File: src/rtl/reg_scoreboard_if.sv
// Issue/writeback bundle between decode and reg_scoreboard, plus the scoreboard status outputs.
interface reg_scoreboard_if #(
   parameter int NREGS        = 32,
   parameter int MAX_INFLIGHT = 8
);
   localparam int AW = $clog2(NREGS);
   localparam int CW = $clog2(MAX_INFLIGHT + 1);

   logic              issue_valid;
   logic [AW-1:0]     rs_a;
   logic [AW-1:0]     rt_a;
   logic [AW-1:0]     fs_a;
   logic [AW-1:0]     ft_a;
   logic [3:0]        src_use;
   logic              dst_en;
   logic              dst_fp;
   logic [AW-1:0]     dst_a;
   logic              int_wb_valid;
   logic [AW-1:0]     int_wb_dst;
   logic              fp_wb_valid;
   logic [AW-1:0]     fp_wb_dst;
   logic              flush;
   logic              stall;
   logic              issue_ok;
   logic [NREGS-1:0]  int_pending;
   logic [NREGS-1:0]  fp_pending;
   logic [CW-1:0]     inflight;
   logic              wb_err;

   modport master (
      output issue_valid, rs_a, rt_a, fs_a, ft_a, src_use, dst_en, dst_fp, dst_a,
             int_wb_valid, int_wb_dst, fp_wb_valid, fp_wb_dst, flush,
      input  stall, issue_ok, int_pending, fp_pending, inflight, wb_err
   );

   modport slave (
      input  issue_valid, rs_a, rt_a, fs_a, ft_a, src_use, dst_en, dst_fp, dst_a,
             int_wb_valid, int_wb_dst, fp_wb_valid, fp_wb_dst, flush,
      output stall, issue_ok, int_pending, fp_pending, inflight, wb_err
   );
endinterface

File: src/rtl/reg_scoreboard.sv
// Integer/FP register scoreboard: pending-write bits, RAW/WAW/in-flight-limit stall, sticky wb_err.
// Optional macro SCOREBOARD_BYPASS_EN: hazard checks see same-cycle writeback clears.
module reg_scoreboard #(
   parameter int NREGS        = 32,
   parameter int MAX_INFLIGHT = 8
) (
   input  logic             clk,
   input  logic             reset,
   reg_scoreboard_if.slave  sb
);
   localparam int AW = $clog2(NREGS);
   localparam int CW = $clog2(MAX_INFLIGHT + 1);

   logic [NREGS-1:0] int_pend_q;
   logic [NREGS-1:0] fp_pend_q;
   logic [CW-1:0]    inflight_q;
   logic             wb_err_q;

   logic [NREGS-1:0] eff_int;
   logic [NREGS-1:0] eff_fp;
   logic [NREGS-1:0] int_clr_mask;
   logic [NREGS-1:0] fp_clr_mask;
   logic [NREGS-1:0] int_set_mask;
   logic [NREGS-1:0] fp_set_mask;
   logic             raw_haz;
   logic             waw_haz;
   logic             limit_haz;
   logic             dst_allocs;
   logic             alloc;
   logic             int_ret;
   logic             fp_ret;
   logic             int_err;
   logic             fp_err;
   logic             stall_c;
   logic             issue_ok_c;

   function automatic logic [NREGS-1:0] onehot(input logic en, input logic [AW-1:0] a);
      logic [NREGS-1:0] m;
      m    = '0;
      m[a] = en;
      return m;
   endfunction

   always_comb begin
      int_ret = sb.int_wb_valid & int_pend_q[sb.int_wb_dst];
      fp_ret  = sb.fp_wb_valid & fp_pend_q[sb.fp_wb_dst];
      int_err = sb.int_wb_valid & ~int_pend_q[sb.int_wb_dst];
      fp_err  = sb.fp_wb_valid & ~fp_pend_q[sb.fp_wb_dst];
      int_clr_mask = onehot(int_ret, sb.int_wb_dst);
      fp_clr_mask  = onehot(fp_ret, sb.fp_wb_dst);

`ifdef SCOREBOARD_BYPASS_EN
      eff_int = int_pend_q & ~int_clr_mask;
      eff_fp  = fp_pend_q & ~fp_clr_mask;
`else
      eff_int = int_pend_q;
      eff_fp  = fp_pend_q;
`endif

      // Integer r0 is hardwired: it never hazards as a source and never allocates.
      raw_haz = (sb.src_use[0] & (sb.rs_a != '0) & eff_int[sb.rs_a]) |
                (sb.src_use[1] & (sb.rt_a != '0) & eff_int[sb.rt_a]) |
                (sb.src_use[2] & eff_fp[sb.fs_a]) |
                (sb.src_use[3] & eff_fp[sb.ft_a]);
      dst_allocs = sb.dst_en & (sb.dst_fp | (sb.dst_a != '0));
      waw_haz    = sb.dst_en & (sb.dst_fp ? eff_fp[sb.dst_a] : eff_int[sb.dst_a]);
      // Registered count only; a retiring write this cycle does not free a slot early.
      limit_haz  = dst_allocs & (inflight_q == CW'(MAX_INFLIGHT));

      stall_c    = sb.issue_valid & (raw_haz | waw_haz | limit_haz);
      issue_ok_c = sb.issue_valid & ~stall_c & ~sb.flush;
      alloc      = issue_ok_c & dst_allocs;
      int_set_mask = onehot(alloc & ~sb.dst_fp, sb.dst_a);
      fp_set_mask  = onehot(alloc & sb.dst_fp, sb.dst_a);
   end

   // State update: set after clear so a same-register issue wins over its writeback.
   always_ff @(posedge clk) begin
      if (reset) begin
         int_pend_q <= '0;
         fp_pend_q  <= '0;
         inflight_q <= '0;
         wb_err_q   <= 1'b0;
      end else begin
         int_pend_q <= (int_pend_q & ~int_clr_mask) | int_set_mask;
         fp_pend_q  <= (fp_pend_q & ~fp_clr_mask) | fp_set_mask;
         inflight_q <= inflight_q + CW'(alloc) - CW'(int_ret) - CW'(fp_ret);
         wb_err_q   <= wb_err_q | int_err | fp_err;
      end
   end

   assign sb.stall       = stall_c;
   assign sb.issue_ok    = issue_ok_c;
   assign sb.int_pending = int_pend_q;
   assign sb.fp_pending  = fp_pend_q;
   assign sb.inflight    = inflight_q;
   assign sb.wb_err      = wb_err_q;
endmodule

File: src/flat_wrapper.sv
// flat-port wrapper written by rule: the top's interface ports become plain ports
module reg_scoreboard_flat 
#(
   parameter int NREGS        = 32,
   parameter int MAX_INFLIGHT = 8
)
  (clk, reset, sb_issue_valid, sb_rs_a, sb_rt_a, sb_fs_a, sb_ft_a, sb_src_use, sb_dst_en, sb_dst_fp, sb_dst_a, sb_int_wb_valid, sb_int_wb_dst, sb_fp_wb_valid, sb_fp_wb_dst, sb_flush, sb_stall, sb_issue_ok, sb_int_pending, sb_fp_pending, sb_inflight, sb_wb_err);
  reg_scoreboard_if #(.NREGS(NREGS), .MAX_INFLIGHT(MAX_INFLIGHT)) sb_i ();
  input  logic clk;
  input  logic reset;
  input wire logic [$bits(sb_i.issue_valid)-1:0] sb_issue_valid;
  input wire logic [$bits(sb_i.rs_a)-1:0] sb_rs_a;
  input wire logic [$bits(sb_i.rt_a)-1:0] sb_rt_a;
  input wire logic [$bits(sb_i.fs_a)-1:0] sb_fs_a;
  input wire logic [$bits(sb_i.ft_a)-1:0] sb_ft_a;
  input wire logic [$bits(sb_i.src_use)-1:0] sb_src_use;
  input wire logic [$bits(sb_i.dst_en)-1:0] sb_dst_en;
  input wire logic [$bits(sb_i.dst_fp)-1:0] sb_dst_fp;
  input wire logic [$bits(sb_i.dst_a)-1:0] sb_dst_a;
  input wire logic [$bits(sb_i.int_wb_valid)-1:0] sb_int_wb_valid;
  input wire logic [$bits(sb_i.int_wb_dst)-1:0] sb_int_wb_dst;
  input wire logic [$bits(sb_i.fp_wb_valid)-1:0] sb_fp_wb_valid;
  input wire logic [$bits(sb_i.fp_wb_dst)-1:0] sb_fp_wb_dst;
  input wire logic [$bits(sb_i.flush)-1:0] sb_flush;
  output wire logic [$bits(sb_i.stall)-1:0] sb_stall;
  output wire logic [$bits(sb_i.issue_ok)-1:0] sb_issue_ok;
  output wire logic [$bits(sb_i.int_pending)-1:0] sb_int_pending;
  output wire logic [$bits(sb_i.fp_pending)-1:0] sb_fp_pending;
  output wire logic [$bits(sb_i.inflight)-1:0] sb_inflight;
  output wire logic [$bits(sb_i.wb_err)-1:0] sb_wb_err;
  assign sb_i.issue_valid = sb_issue_valid;
  assign sb_i.rs_a = sb_rs_a;
  assign sb_i.rt_a = sb_rt_a;
  assign sb_i.fs_a = sb_fs_a;
  assign sb_i.ft_a = sb_ft_a;
  assign sb_i.src_use = sb_src_use;
  assign sb_i.dst_en = sb_dst_en;
  assign sb_i.dst_fp = sb_dst_fp;
  assign sb_i.dst_a = sb_dst_a;
  assign sb_i.int_wb_valid = sb_int_wb_valid;
  assign sb_i.int_wb_dst = sb_int_wb_dst;
  assign sb_i.fp_wb_valid = sb_fp_wb_valid;
  assign sb_i.fp_wb_dst = sb_fp_wb_dst;
  assign sb_i.flush = sb_flush;
  assign sb_stall = sb_i.stall;
  assign sb_issue_ok = sb_i.issue_ok;
  assign sb_int_pending = sb_i.int_pending;
  assign sb_fp_pending = sb_i.fp_pending;
  assign sb_inflight = sb_i.inflight;
  assign sb_wb_err = sb_i.wb_err;
  reg_scoreboard #(.NREGS(NREGS), .MAX_INFLIGHT(MAX_INFLIGHT)) u_core (.clk(clk), .reset(reset), .sb(sb_i));
endmodule
File: config.mk
export PLATFORM = sky130hd
export DESIGN_NAME = reg_scoreboard_flat
export DESIGN_NICKNAME = d
export VERILOG_FILES = /design/src/rtl/reg_scoreboard_if.sv /design/src/rtl/reg_scoreboard.sv /design/src/flat_wrapper.sv
export SDC_FILE = /design/constraint.sdc
export NUM_CORES = 1
export LEC_CHECK = 0
export ABC_AREA = 1
export CAP_MARGIN = 20
export CORE_UTILIZATION = 40
export DETAILED_ROUTE_END_ITERATION = 8
export PLACE_DENSITY = 0.67
export SLEW_MARGIN = 40
export SYNTH_ARGS = -nofsm -noshare
export SYNTH_HDL_FRONTEND = slang
export SYNTH_SLANG_ARGS = --single-unit
File: constraint.sdc
create_clock -name clk -period 3.45 [get_ports clk]
set_input_delay 0.345 -clock clk [delete_from_list [all_inputs] [get_ports clk]]
set_output_delay 0.345 -clock clk [all_outputs]
set_load 0.02 [all_outputs]
==> flow_summary.yaml <==
status:
  status: "finished, final reports clean"
sta:
  skew_ns: 0.006596
  worst_slack_ns: 0.1661
  final_hold_viol_count: 0
  rsz0062_at_grt: "no"
  period_minus_slack_ns: 3.284
  period_share: 0.9519
  tightest_slew_ns: 0.5427
  slew_violations: 0
  max_freq_mhz: 304.5
  finalSetupViolCount: 0
  finalSetupTns_ns: 0
  slew_headroom: 0.6382
synth:
  ys_types: 35
  synth_edf_count: 0
  synth_area_leader_cell: "dfxtp_1"
  async_flop_share: 0
  synth_seq_cells: 69
  synth_area_leaders: "dfxtp_1 (24%), nand2_1 (23%), nand3_1 (20%)"
  synth.net_count: 1090
  synth_top_area_share: 0.2365
  ys_warn_count: 0
  seq_area_frac_synth: 0.2365
  synth_ff_type: "dfxtp_1"
  syn_inst: 1037
  syn_area_um2: 5841
  syn_avg_cell_area_um2: 5.632
die:
  die_area_um2: 15090
  die_w_um: 122.8
  num_rows: 43
  die_h_um: 122.8
  io_pins: 118
  initial_core_util: 0.4159
  core-area_um2: 14040
layout:
  syn_to_final_growth_pct: 43.47
  seq_area_um2: 1381
  drive_above_1_share: 0.1542
  final_cell_mix: "nand2_1 (355), nand3_1 (231), buf_4 (116)"
  n_fill_cell: 1393
  diodes: 0
  multi_input_area_um2: 3933
  fin_util: 0.5967
  design_area_um2: 8379
  nNetsFinal: 1287
  final_common_cell: "nand2_1"
global_routing:
  grtUsageMet1: 0.4523
  track_usage: 0.3294
  gr-total-overflow: 0
  grt_pass1_vias: 7166
  grtUsageMet3: 0.05623
  met2_usage: 0.5172
  antenna_found_initial: 0
  grt_max_degree: 64
  grt-busiest-layer: "met2"
  grt_pass1_wl_um: 37660
clocking:
  clock_sinks: 69
  max-clock-path-buffers: 2
  clk_latency_ns: 0.34
  cts_buffers: 9
  htreeDepth: 3
  tritoncts: "built"
  clkTransAtPathRegs_ns: 0.05
  root_buffer: "clkbuf_16"
  hold_buffers: 0
placed_design:
  gp_congestion: 0.9788
  portBuffers: 117
  place_hpwl_um: 18230
  placed_cell_area_um2: 7826
  dp_slack_ns: -0.4660
hold_path:
  hp-class: "input port to register"
routing:
  postRouteAntennaNets: 0
  routed_wl_um: 24590
  drcViolationCount: 0
  drt_iter0_markers: 937
  first_pass_iters: 6
  wl_per_cell_um: 17.33
  routed_via_density: 5.584
  num_vias: 7924
worst_setup_path:
  worstPathArrival_ns: 3.55
  cp-start-kind: "input port"
  endpoint_kind: "register"
  cp_max_fo: 15
  cp.required_ns: 3.72
  criticalPathCategory: "input port to register"
pwr:
  powerDensity_nw_per_um2: 260.0
  power_leakage_nw: 3.447
  vdd.ir_drop.worst_v: 0.0002417
run:
  max-cap-violations: 0
## layout make-up
cell class,count,area share
multi-input cells,828,0.4693
repair buffers,242,0.2628
flip-flops and latches,69,0.1648
inverters,84,0.04017
clock buffers,11,0.02897
well taps,180,0.02688
clock inverters,5,0.007018
## power breakdown
group,total [W],internal [W],switching [W]
Combinational,0.000433,0.000184,0.000250
Sequential,0.000802,0.000799,0.00000299
Clock,0.000943,0.000581,0.000362
Total,0.00218,0.00156,0.000615
## logic make-up after synthesis
family | Yosys count | share of synthesized area
simple gates | 701 | 0.5206
buf+inv | 140 | 0.1086
compound gates | 120 | 0.1174
flops | 69 | 0.2365
fa+ha+maj | 6 | 0.01542
xor+xnor | 1 | 0.001500
## layer usage
metal  wire [um]  up-vias
met3        2486       60
met5           0        -
met2       11100      407
li1            -     3828
met1       10380     3629
met4         629        0
## worst paths after layout
kind / startpoint / endpoint / slack [ns] / cells past startpoint
setup / recovery: sb_fs_a[0] / u_core.sb.inflight[2]$_SDFF_PP0_ / 0.17 / 20
hold / removal: reset / u_core.sb.inflight[1]$_SDFF_PP0_ / 0.46 / 2
hold reg to reg: u_core.sb.wb_err$_SDFF_PP0_ / u_core.sb.wb_err$_SDFF_PP0_ / 0.49 / 2
setup reg to reg: u_core.sb.int_pending[14]$_SDFF_PP0_ / u_core.sb.inflight[2]$_SDFF_PP0_ / 0.30 / 19
## synthesized netlist by cell type, types with 9 or more instances
cell type	n
a22oi_1	28
buf_2	25
nand3_1	233
o21ai_0	12
nor3_1	25
a21oi_1	68
nand2_1	361
buf_6	9
clkbuf_1	17
nor2_1	64
dfxtp_1	69
inv_1	74
## through the flow
stage | instances | total power [W] | hold slack (ns)
final | 1419 | 0.002178 | 0.4617
after global routing | 1419 | 0.002253 | 0.4799
after CTS | 1414 | 0.002167 | 0.4891
after detailed placement | 1392 | 0.001218 | 0.4681
after global placement | 1392 | 0.001217 | 0.4628
after floorplan | 1037 | 0.001029 | 0.5636
## state kept, by name (all words and copies together), names as in the netlist
name	cells
u_core.sb.int_pending	32
u_core.sb.inflight	4
u_core.sb.fp_pending	32
u_core.sb.wb_err	1
## critical path, cell delays in order
cell and delay [ns]:
clkdlybuf4s50_1 0.43, buf_4 0.20, nand2_1 0.07, nand3_1 0.08
nand3_1 0.11, nand2_1 0.08, a21o_1 0.16, nor2_1 0.09
nor2_1 0.07, nor2_2 0.14, nand3_4 0.12, nor2_8 0.10
inv_2 0.04, fa_2 0.50, inv_1 0.04, ha_2 0.17
ha_4 0.16, fa_2 0.53, inv_1 0.04, nor2_1 0.07
## timing repair
item                       CTS  global route
pin swaps                    9            20
setup buffers                5             5
setup endpoints to repair    2             3
gates cloned                 1             0
gates resized for setup     19            37
(Power assumes the default switching activity.)
